===== src/rtl/pad_output_scheduler_pkg.sv =====
// Shared types and constants for the pad output scheduler.
// Frame = header word {sync, source id} followed by one payload word.
package pad_output_scheduler_pkg;

  localparam int DATA_W = 16;
  localparam logic [7:0] SYNC_BYTE_DEFAULT = 8'hA5;

  typedef enum logic [1:0] {
    ST_IDLE = 2'd0,
    ST_HDR  = 2'd1,
    ST_DATA = 2'd2
  } state_t;

  function automatic logic [DATA_W-1:0] make_header(input logic [7:0] sync,
                                                    input logic [7:0] id);
    return {sync, id};
  endfunction

endpackage


===== src/rtl/pad_output_scheduler_rr_arbiter.sv =====
// Combinational round-robin arbiter: picks the first requester after last_grant.
// Returns a one-hot grant, its index and whether any grant was made.
module pad_output_scheduler_rr_arbiter #(
  parameter int NUM_SRC = 4,
  parameter int IDX_W   = 2
) (
  input  logic [NUM_SRC-1:0] req,
  input  logic [IDX_W-1:0]   last_grant,
  output logic [NUM_SRC-1:0] grant,
  output logic [IDX_W-1:0]   grant_idx,
  output logic               grant_valid
);

  int               idx_int;
  logic [IDX_W-1:0] idx_sel;

  always_comb begin
    grant       = '0;
    grant_idx   = '0;
    grant_valid = 1'b0;
    idx_int     = 0;
    idx_sel     = '0;
    // Scan starting one past the previous winner so it ends with lowest priority.
    for (int k = 1; k <= NUM_SRC; k++) begin
      idx_int = (int'(last_grant) + k) % NUM_SRC;
      idx_sel = IDX_W'(idx_int);
      if (!grant_valid && req[idx_sel]) begin
        grant_valid    = 1'b1;
        grant_idx      = idx_sel;
        grant[idx_sel] = 1'b1;
      end
    end
  end

endmodule


===== src/rtl/pad_output_scheduler.sv =====
// Time-shares the 16-bit pad bus between NUM_SRC sources, one HEADER+DATA
// frame per grant, each word held HOLD_CYCLES clocks.
//
// state   | meaning
// IDLE    | pads at 0, waiting for en and a request
// HDR     | header {SYNC_BYTE, id} on pads for HOLD_CYCLES
// DATA    | captured payload on pads; last cycle may accept the next frame
module pad_output_scheduler
  import pad_output_scheduler_pkg::*;
#(
  parameter int         NUM_SRC     = 4,
  parameter int         HOLD_CYCLES = 2,
  parameter logic [7:0] SYNC_BYTE   = SYNC_BYTE_DEFAULT
) (
  input  logic                      clk,
  input  logic                      reset,
  input  logic                      en,
  input  logic [NUM_SRC-1:0]        req_valid,
  input  logic [NUM_SRC*DATA_W-1:0] req_data,
  output logic [NUM_SRC-1:0]        req_ready,
  output logic [DATA_W-1:0]         pad_data,
  output logic                      pad_strobe,
  output logic                      pad_frame,
  output logic [15:0]               frames_sent
);

  localparam int IDX_W  = $clog2(NUM_SRC);
  localparam int HOLD_W = $clog2(HOLD_CYCLES) + 1;
  localparam logic [HOLD_W-1:0] HOLD_LOAD = HOLD_W'(HOLD_CYCLES);
  localparam logic [HOLD_W-1:0] HOLD_ONE  = HOLD_W'(1);

  state_t              state;
  logic [HOLD_W-1:0]   hold_cnt;
  logic [IDX_W-1:0]    last_grant;
  logic [DATA_W-1:0]   cap_data;

  logic [NUM_SRC-1:0]  grant;
  logic [IDX_W-1:0]    grant_idx;
  logic                grant_valid;
  logic [DATA_W-1:0]   sel_data;
  logic                hold_last;
  logic                can_grant;
  logic                accept;

  pad_output_scheduler_rr_arbiter #(
    .NUM_SRC (NUM_SRC),
    .IDX_W   (IDX_W)
  ) u_arb (
    .req         (req_valid),
    .last_grant  (last_grant),
    .grant       (grant),
    .grant_idx   (grant_idx),
    .grant_valid (grant_valid)
  );

  always_comb begin
    sel_data = '0;
    for (int i = 0; i < NUM_SRC; i++) begin
      if (grant[i]) sel_data = req_data[i*DATA_W +: DATA_W];
    end
  end

  assign hold_last = (hold_cnt == HOLD_ONE);
  // Grants only from IDLE or the final DATA cycle, which gives gapless back-to-back frames.
  assign can_grant = en && !reset &&
                     ((state == ST_IDLE) || ((state == ST_DATA) && hold_last));
  assign accept    = can_grant && grant_valid;
  assign req_ready = accept ? grant : '0;

  always_ff @(posedge clk or posedge reset) begin
    if (reset) begin
      state       <= ST_IDLE;
      hold_cnt    <= '0;
      last_grant  <= IDX_W'(NUM_SRC - 1);
      cap_data    <= '0;
      pad_data    <= '0;
      pad_strobe  <= 1'b0;
      pad_frame   <= 1'b0;
      frames_sent <= '0;
    end else begin
      pad_strobe <= 1'b0;
      if ((state == ST_DATA) && hold_last) frames_sent <= frames_sent + 16'd1;

      if (accept) begin
        state      <= ST_HDR;
        hold_cnt   <= HOLD_LOAD;
        last_grant <= grant_idx;
        cap_data   <= sel_data;
        pad_data   <= make_header(SYNC_BYTE, 8'(grant_idx));
        pad_strobe <= 1'b1;
        pad_frame  <= 1'b1;
      end else begin
        case (state)
          ST_IDLE: begin
            pad_data  <= '0;
            pad_frame <= 1'b0;
          end
          ST_HDR: begin
            if (hold_last) begin
              state      <= ST_DATA;
              hold_cnt   <= HOLD_LOAD;
              pad_data   <= cap_data;
              pad_strobe <= 1'b1;
            end else begin
              hold_cnt <= hold_cnt - HOLD_ONE;
            end
          end
          ST_DATA: begin
            if (hold_last) begin
              state     <= ST_IDLE;
              hold_cnt  <= '0;
              pad_data  <= '0;
              pad_frame <= 1'b0;
            end else begin
              hold_cnt <= hold_cnt - HOLD_ONE;
            end
          end
          default: begin
            state     <= ST_IDLE;
            hold_cnt  <= '0;
            pad_data  <= '0;
            pad_frame <= 1'b0;
          end
        endcase
      end
    end
  end

endmodule


===== config.mk =====
export PLATFORM = sky130hd
export DESIGN_NAME = pad_output_scheduler
export DESIGN_NICKNAME = d
export VERILOG_FILES = /design/src/rtl/pad_output_scheduler_pkg.sv /design/src/rtl/pad_output_scheduler_rr_arbiter.sv /design/src/rtl/pad_output_scheduler.sv
export SDC_FILE = /design/constraint.sdc
export NUM_CORES = 1
export LEC_CHECK = 0
export ABC_AREA = 1
export BUFFER_PORTS_ARGS = -buffer_cell sky130_fd_sc_hd__buf_2
export CORE_ASPECT_RATIO = 1.5
export CORE_MARGIN = 1.5
export CORE_UTILIZATION = 47
export DETAILED_ROUTE_END_ITERATION = 16
export PLACE_DENSITY = 0.74
export SYNTH_ARGS = -nofsm -noshare
export SYNTH_HDL_FRONTEND = slang
export SYNTH_HIERARCHICAL = 1
export SYNTH_SLANG_ARGS = --single-unit

===== constraint.sdc =====
create_clock -name clk -period 2.8 [get_ports clk]
set_input_delay 0.14 -clock clk [delete_from_list [all_inputs] [get_ports clk]]
set_output_delay 0.14 -clock clk [all_outputs]
set_load 0.005 [all_outputs]

# Word level (Yosys, flattened, before mapping)
# Cells that the tools add are included.
classes:
  n_addsub: 6
  magnitude_cmp: 8
  n_eq_ne: 7
  mux: 51
  n_bitwise: 3
  n_reduce_logical: 20
ops:
  columns: ["cell", "count"]
  rows:
  - ["$mux W16", 7]
  - ["$pmux W16 S2", 1]
  - ["$mux W2", 10]
  - ["$mux W4", 5]
  - ["$mux W1", 17]
  - ["$add A16 B1 Y16 const B", 1]
  - ["$lt A2 B3 Y1 const B", 4]
  - ["$or A4 B4 Y4", 3]
  - ["$pmux W2 S3", 2]
  - ["$logic_and A1 B1 Y1", 11]
  - ["$bmux W1 S2", 4]
  - ["$demux W1 S2", 4]
  - ["$ge A2 B1 Y1 const B", 4]
  - ["$ne A3 B3 Y1 const B", 2]
  - ["$add A2 B1 Y2 const B", 2]
  - ["$add A2 B2 Y2 const B", 2]
  - ["$eq A2 B1 Y1 const B", 2]
  - ["$logic_not A1 Y1", 4]
  - ["$ne A2 B2 Y1 const B", 2]
  - ["$reduce_and A2 Y1", 2]
  - ["$reduce_and A3 Y1", 1]
  - ["$eq A2 B2 Y1 const B", 1]
  - ["$logic_not A2 Y1", 1]
  - ["$pmux W1 S2", 1]
  - ["2 further kinds", 2]
totals:
  regBits: 56
  out_inout_bits: 38
  wordCells: 103

# Logic depth before layout (Yosys ltp)
depth:
  ltp_word: 17
  depth_mapped: 17

# Hierarchy
# Netlist, hierarchy kept.
modules_own_cells:
  columns: ["mod", "instances", "cells_per_inst", "area_per_inst_um2", "seq_area_each_um2"]
  rows:
  - ["pad_output_scheduler", 1, 381, 2950.3, 1403.8]
  - ["pad_output_scheduler_rr_arbiter", 1, 81, 535.5, 0.0]

# Worst setup path before layout
# No wires, ideal clock.
synth_timing:
  path_type: "register -> register"
  from: "register last_grant[0]"
  to: "register cap_data[0]"
  setup_ns: 0.069
  arrival_time_ns: 2.621
  required_ns: 2.731
  setup_slack_ns: 0.111
  stages_incl_launch_ff: 18
  path_buffers: 4
  path_cell_list: "dfstp_2 > buf_6 > inv_8 > ha_1 > inv_2 > nand3_4 > nand2_4 > nor2_4 > buf_6 > nand3_1 > nand3_1 > buf_2 > nor2_1 > buf_4 > nand2_1 > a21oi_1 > nand2_1 > nand3_1"
synth_between:
  word_cells_on_any_way: 54
  classes_between: "add/sub (4); order compare (8); mux (28); bitwise (3); reduce/logical (11)"
synth_lines:
  columns: ["item", "line", "text"]
  rows:
  - ["start: declaration", "pad_output_scheduler.sv:34", "logic [IDX_W-1:0] last_grant;"]
  - ["start signal: assignment", "pad_output_scheduler.sv:74", "last_grant <= IDX_W'(NUM_SRC - 1);"]
  - ["start signal: assignment", "pad_output_scheduler.sv:87", "last_grant <= grant_idx;"]
  - ["parallel branches: the longest is 12 deep, another holds $lt A2 B3 Y1", null, null]
  - ["$mux W4 *", "pad_output_scheduler_rr_arbiter.sv:27", "if (!grant_valid && req[idx_sel]) begin"]
  - ["net grant[1]", "pad_output_scheduler.sv:37", "logic [NUM_SRC-1:0] grant;"]
  - ["$mux W16 * (3 in a row)", "pad_output_scheduler.sv:59", "if (grant[i]) sel_data = req_data[i*DATA_W +: DATA_W];"]
  - ["end signal: assignment", "pad_output_scheduler.sv:88", "cap_data <= sel_data;"]
  - ["end: declaration", "pad_output_scheduler.sv:35", "logic [DATA_W-1:0] cap_data;"]
# Mark *: on every way through the listed nets, which the timed path passes. The select of a mux whose other input is x is not followed.
# A chain may end at the register's enable or synchronous reset.

# Worst setup path in the final report
layout_timing:
  from: "register last_grant[0]"
  to: "output port req_ready[1]"
layout_between:
  elab_chain_cells: 15
  word_cells_on_any_way: 51
  classes_between: "add/sub (4); order compare (8); mux (25); bitwise (3); reduce/logical (11)"
layout_rtl:
  columns: ["item", "line", "text"]
  rows:
  - ["$add A2 B1 Y2", "pad_output_scheduler_rr_arbiter.sv:25", "idx_int = (int'(last_grant) + k) % NUM_SRC;"]
  - ["$bmux W1 S2", "pad_output_scheduler_rr_arbiter.sv:27", null]
  - ["$mux W1 (implied by the code)", "pad_output_scheduler_rr_arbiter.sv:27", null]
  - ["$mux W1", "pad_output_scheduler_rr_arbiter.sv:27", null]
  - ["$logic_not A1 Y1", "pad_output_scheduler_rr_arbiter.sv:27", null]
  - ["$logic_and A1 B1 Y1", "pad_output_scheduler_rr_arbiter.sv:27", null]
  - ["$mux W1", "pad_output_scheduler_rr_arbiter.sv:27", null]
  - ["$logic_not A1 Y1", "pad_output_scheduler_rr_arbiter.sv:27", null]
  - ["$logic_and A1 B1 Y1", "pad_output_scheduler_rr_arbiter.sv:27", null]
  - ["$mux W1", "pad_output_scheduler_rr_arbiter.sv:27", null]
  - ["$logic_not A1 Y1", "pad_output_scheduler_rr_arbiter.sv:27", null]
  - ["$logic_and A1 B1 Y1", "pad_output_scheduler_rr_arbiter.sv:27", null]
  - ["$mux W1 *", "pad_output_scheduler_rr_arbiter.sv:27", null]
  - ["net grant_valid", "pad_output_scheduler.sv:39", "logic grant_valid;"]
  - ["$logic_and A1 B1 Y1 *", "pad_output_scheduler.sv:67", "assign accept = can_grant && grant_valid;"]
  - ["$mux W4 *", "pad_output_scheduler.sv:68", "assign req_ready = accept ? grant : '0;"]
  - ["end: declaration", "pad_output_scheduler.sv:20", "output logic [NUM_SRC-1:0] req_ready,"]
# The timed path passes the listed nets; every way through them passes the cells marked *. The select of a mux whose other input is x is not followed.

==> results.toml <==
[worst_setup_path]
worstSetupPathType = "flop to output port"
required_ns = 2.66
crit_fanout = 19
r2r-start = "last_grant[0]"
cp-end-kind = "output port"
setup.worst_path.start = "last_grant[0]"
r2r_setup_slack_ns = 0.29
r2r_end = "cap_data[13]"
cp-start-kind = "flop"
r2r_cells = 16
cp_slowest_cell = "dfstp_2"
cpPeakStageDelay_ns = 0.59
critPathArrivalTime_ns = 2.48
path_cells = "inv_8, ha_2, inv_2, nand3_4, nand2_4, nor2_4, nand4_1, nand4_4, buf_8, nor2_1, buf_2"

[clocking]
ctsHtreeMaxLevel = 2
cts_buffers = 5
numClockSinks = 56
clockRootBuffer = "clkbuf_8"
clk_pin_slew_ns = 0.09
clockBufferDepth = 2
clk_latency_ns = 0.31
cts_tree = "done"

[placement]
place_ws_ns = -0.00871
hpwlAfterDp_mm = 6.49
place_congestion = 0.895
placed_cells = 662
placed_area_um2 = 4110
io_buffer_count = 108

[layout]
syn2layout_area_growth_pct = 23.3
layout_common_cells = "nand2_1, buf_2, nand3_1, dfrtp_1, a21oi_1"
n_antenna_cell = 0
postLayoutCoreUtil_pct = 59.5
drive_above_1_share_pct = 27.4
finalNonFillerCells = 677
final_common_cell = "nand2_1"
design_area_um2 = 4300
final_nets = 662

[sta]
period_needed_ns = 2.62
hold_slack_ns = 0.0519
relSlewSlack_pct = 56.2
tightest_slew_ns = 0.657
tns_ns = 0
finalCritPeriodShare_pct = 93.6
drv_slew = 0
hold_viol_final = 0
skew_ns = 0.00947
grt_setup_unrepaired = "no"
setup_slack_ns = 0.180
setup_viol_count_final = 0
fmax_ghz = 0.382

[logic_synthesis]
synth-seq-cells = 56
syn_avg_cell_area_um2 = 7.55
synth_top_area_share_pct = 38.8
synth_cells = 462
synth_nets = 547
synth_area_leader_cell = "dfrtp_1"
synthTopCellsByArea = "dfrtp_1, nand2_1, nand3_1"
syn_area_um2 = 3490
yosysWarnings = 6
synth_cell_types = 32
ys_seq_area_share_pct = 40.3

[global_route]
grt_overflow = 0
gr-max-usage-layer = "met2"
grt_use_met2_pct = 39.9
grt_pass1_wl_mm = 14.4
antenna_found_initial = 0
grt_pass1_vias = 3178
grt_max_degree = 55
globalRouteMet3Util_pct = 2.80
grt.total_usage_pct = 22.6
use_met1_pct = 28.5

[min_path]
worstHoldPathCells = 3
min_to = "cap_data[15]"
holdCritPathClass = "input pin to flop"
hold_start = "req_data[63]"

[floorplanning]
placementRows = 38
ios = 109
die_x_um = 73.3
dieArea_um2 = 7950
initial_core_util_pct = 48.2
die_h_um = 108
core_area_um2 = 7230

[power]
total_power_mw = 4.23
power.share.combinational_pct = 61.0
pwr-share-seq_pct = 28.4
p_per_area_nw_per_um2 = 984
p_int_mw = 2.21
clkPwrFrac_pct = 10.6
ir_worst_vdd_mv = 0.857
switching_share_pct = 47.8
power.leakage_nw = 2.34
p_sw_mw = 2.02

[detailed_routing]
drt-pass1-iter-count = 4
drc = 0
drt-total-wl_mm = 8.45
vias_per_cell = 5.00
postRouteAntennaNets = 0
vias = 3383
routedWlPerCell_um = 12.5
drtIter0Drc = 214

[run]
drv_cap = 0

[run_status]
status = "completed"
how the worst max path moves through the flow:
stage                              end  slack, ns
final                     req_ready[1]       0.18
after global routing      req_ready[2]       0.02
after CTS                 req_ready[1]       0.06
after detailed placement   pad_data[7]     -0.009
after global placement        state[1]       0.10
after floorplan            cap_data[0]       0.11
per-layer routing:
layer | part of all wire (%) | vias up
met5 | 0 | -
met4 | 2.2 | 0
met3 | 4.9 | 15
met2 | 53 | 109
met1 | 40 | 1533
li1 | - | 1726
worst max-delay path, delay by kind of cell (launching register included):
| family | cells | cell delay [ns] |
|---|---|---|
| AND/OR/NAND/NOR | 6 | 0.77 |
| flip-flops | 1 | 0.59 |
| adder cells (fa/ha/maj) | 1 | 0.37 |
| buffers and inverters | 4 | 0.45 |
registers in the layout, indices dropped and copies added (netlist names):
signal	cells
frames_sent	16
hold_cnt	2
pad_frame	1
last_grant	2
state	2
pad_data	16
cap_data	16
pad_strobe	1
power by group through the flow:
stage	clock network (mW)	registers, mW	logic [mW]
floorplan	0	1.20	1.90
global placement	0	1.21	2.36
detailed placement	0	1.22	2.42
CTS	0.456	1.20	2.47
global route	0.498	1.23	2.95
finish	0.447	1.20	2.58
cell families after synthesis:
logic type | synth area share, %
adders and majority gates | 5.03
DFF | 40.3
buffers and inverters | 7.57
AOI/OAI and AO/OA | 9.62
and+or+nand+nor | 34.5
xor gates and xnor gates | 3.02
what timing repair did:
| action | 4_1_cts | 5_1_grt |
|---|---|---|
| buffers inserted | 4 | 2 |
| cloned | 0 | 1 |
| endpoints found under the hold margin | 2 | 0 |
| pin swaps | 1 | 2 |
| resized for setup | 3 | 9 |
| hold buffers | 1 | 0 |
| endpoints found under the setup margin | 14 | 21 |
synth_stat cells:
cell,n
nand2_2,5
nand3_4,2
nand4_4,1
buf_6,4
nor2_1,33
clkbuf_1,5
nand2_1,144
o21ai_0,6
nor2_4,4
ha_1,14
inv_1,35
a21oi_2,1
nand2_4,5
nand3_1,55
o21ai_1,4
a21boi_0,4
o21bai_1,1
o211ai_1,1
inv_8,1
xnor2_1,6
inv_2,3
nand4_1,9
dfrtp_1,54
xor2_1,6
dfstp_2,2
a21oi_1,45
o22ai_1,1
clkinv_1,1
buf_4,3
nand3b_1,1
nor3_1,2
buf_2,4
area by class of cell:
class / instances / area, um^2
multi-input combinational: 351 / 1850
sequential: 56 / 1400
clock inverter: 1 / 8.76
clock buffer: 6 / 82.6
tap: 100 / 125
inverter: 40 / 163
timing repair buffer: 123 / 667
fill: 698 / 2930
No activity file was read; power rests on OpenSTA's default activity.
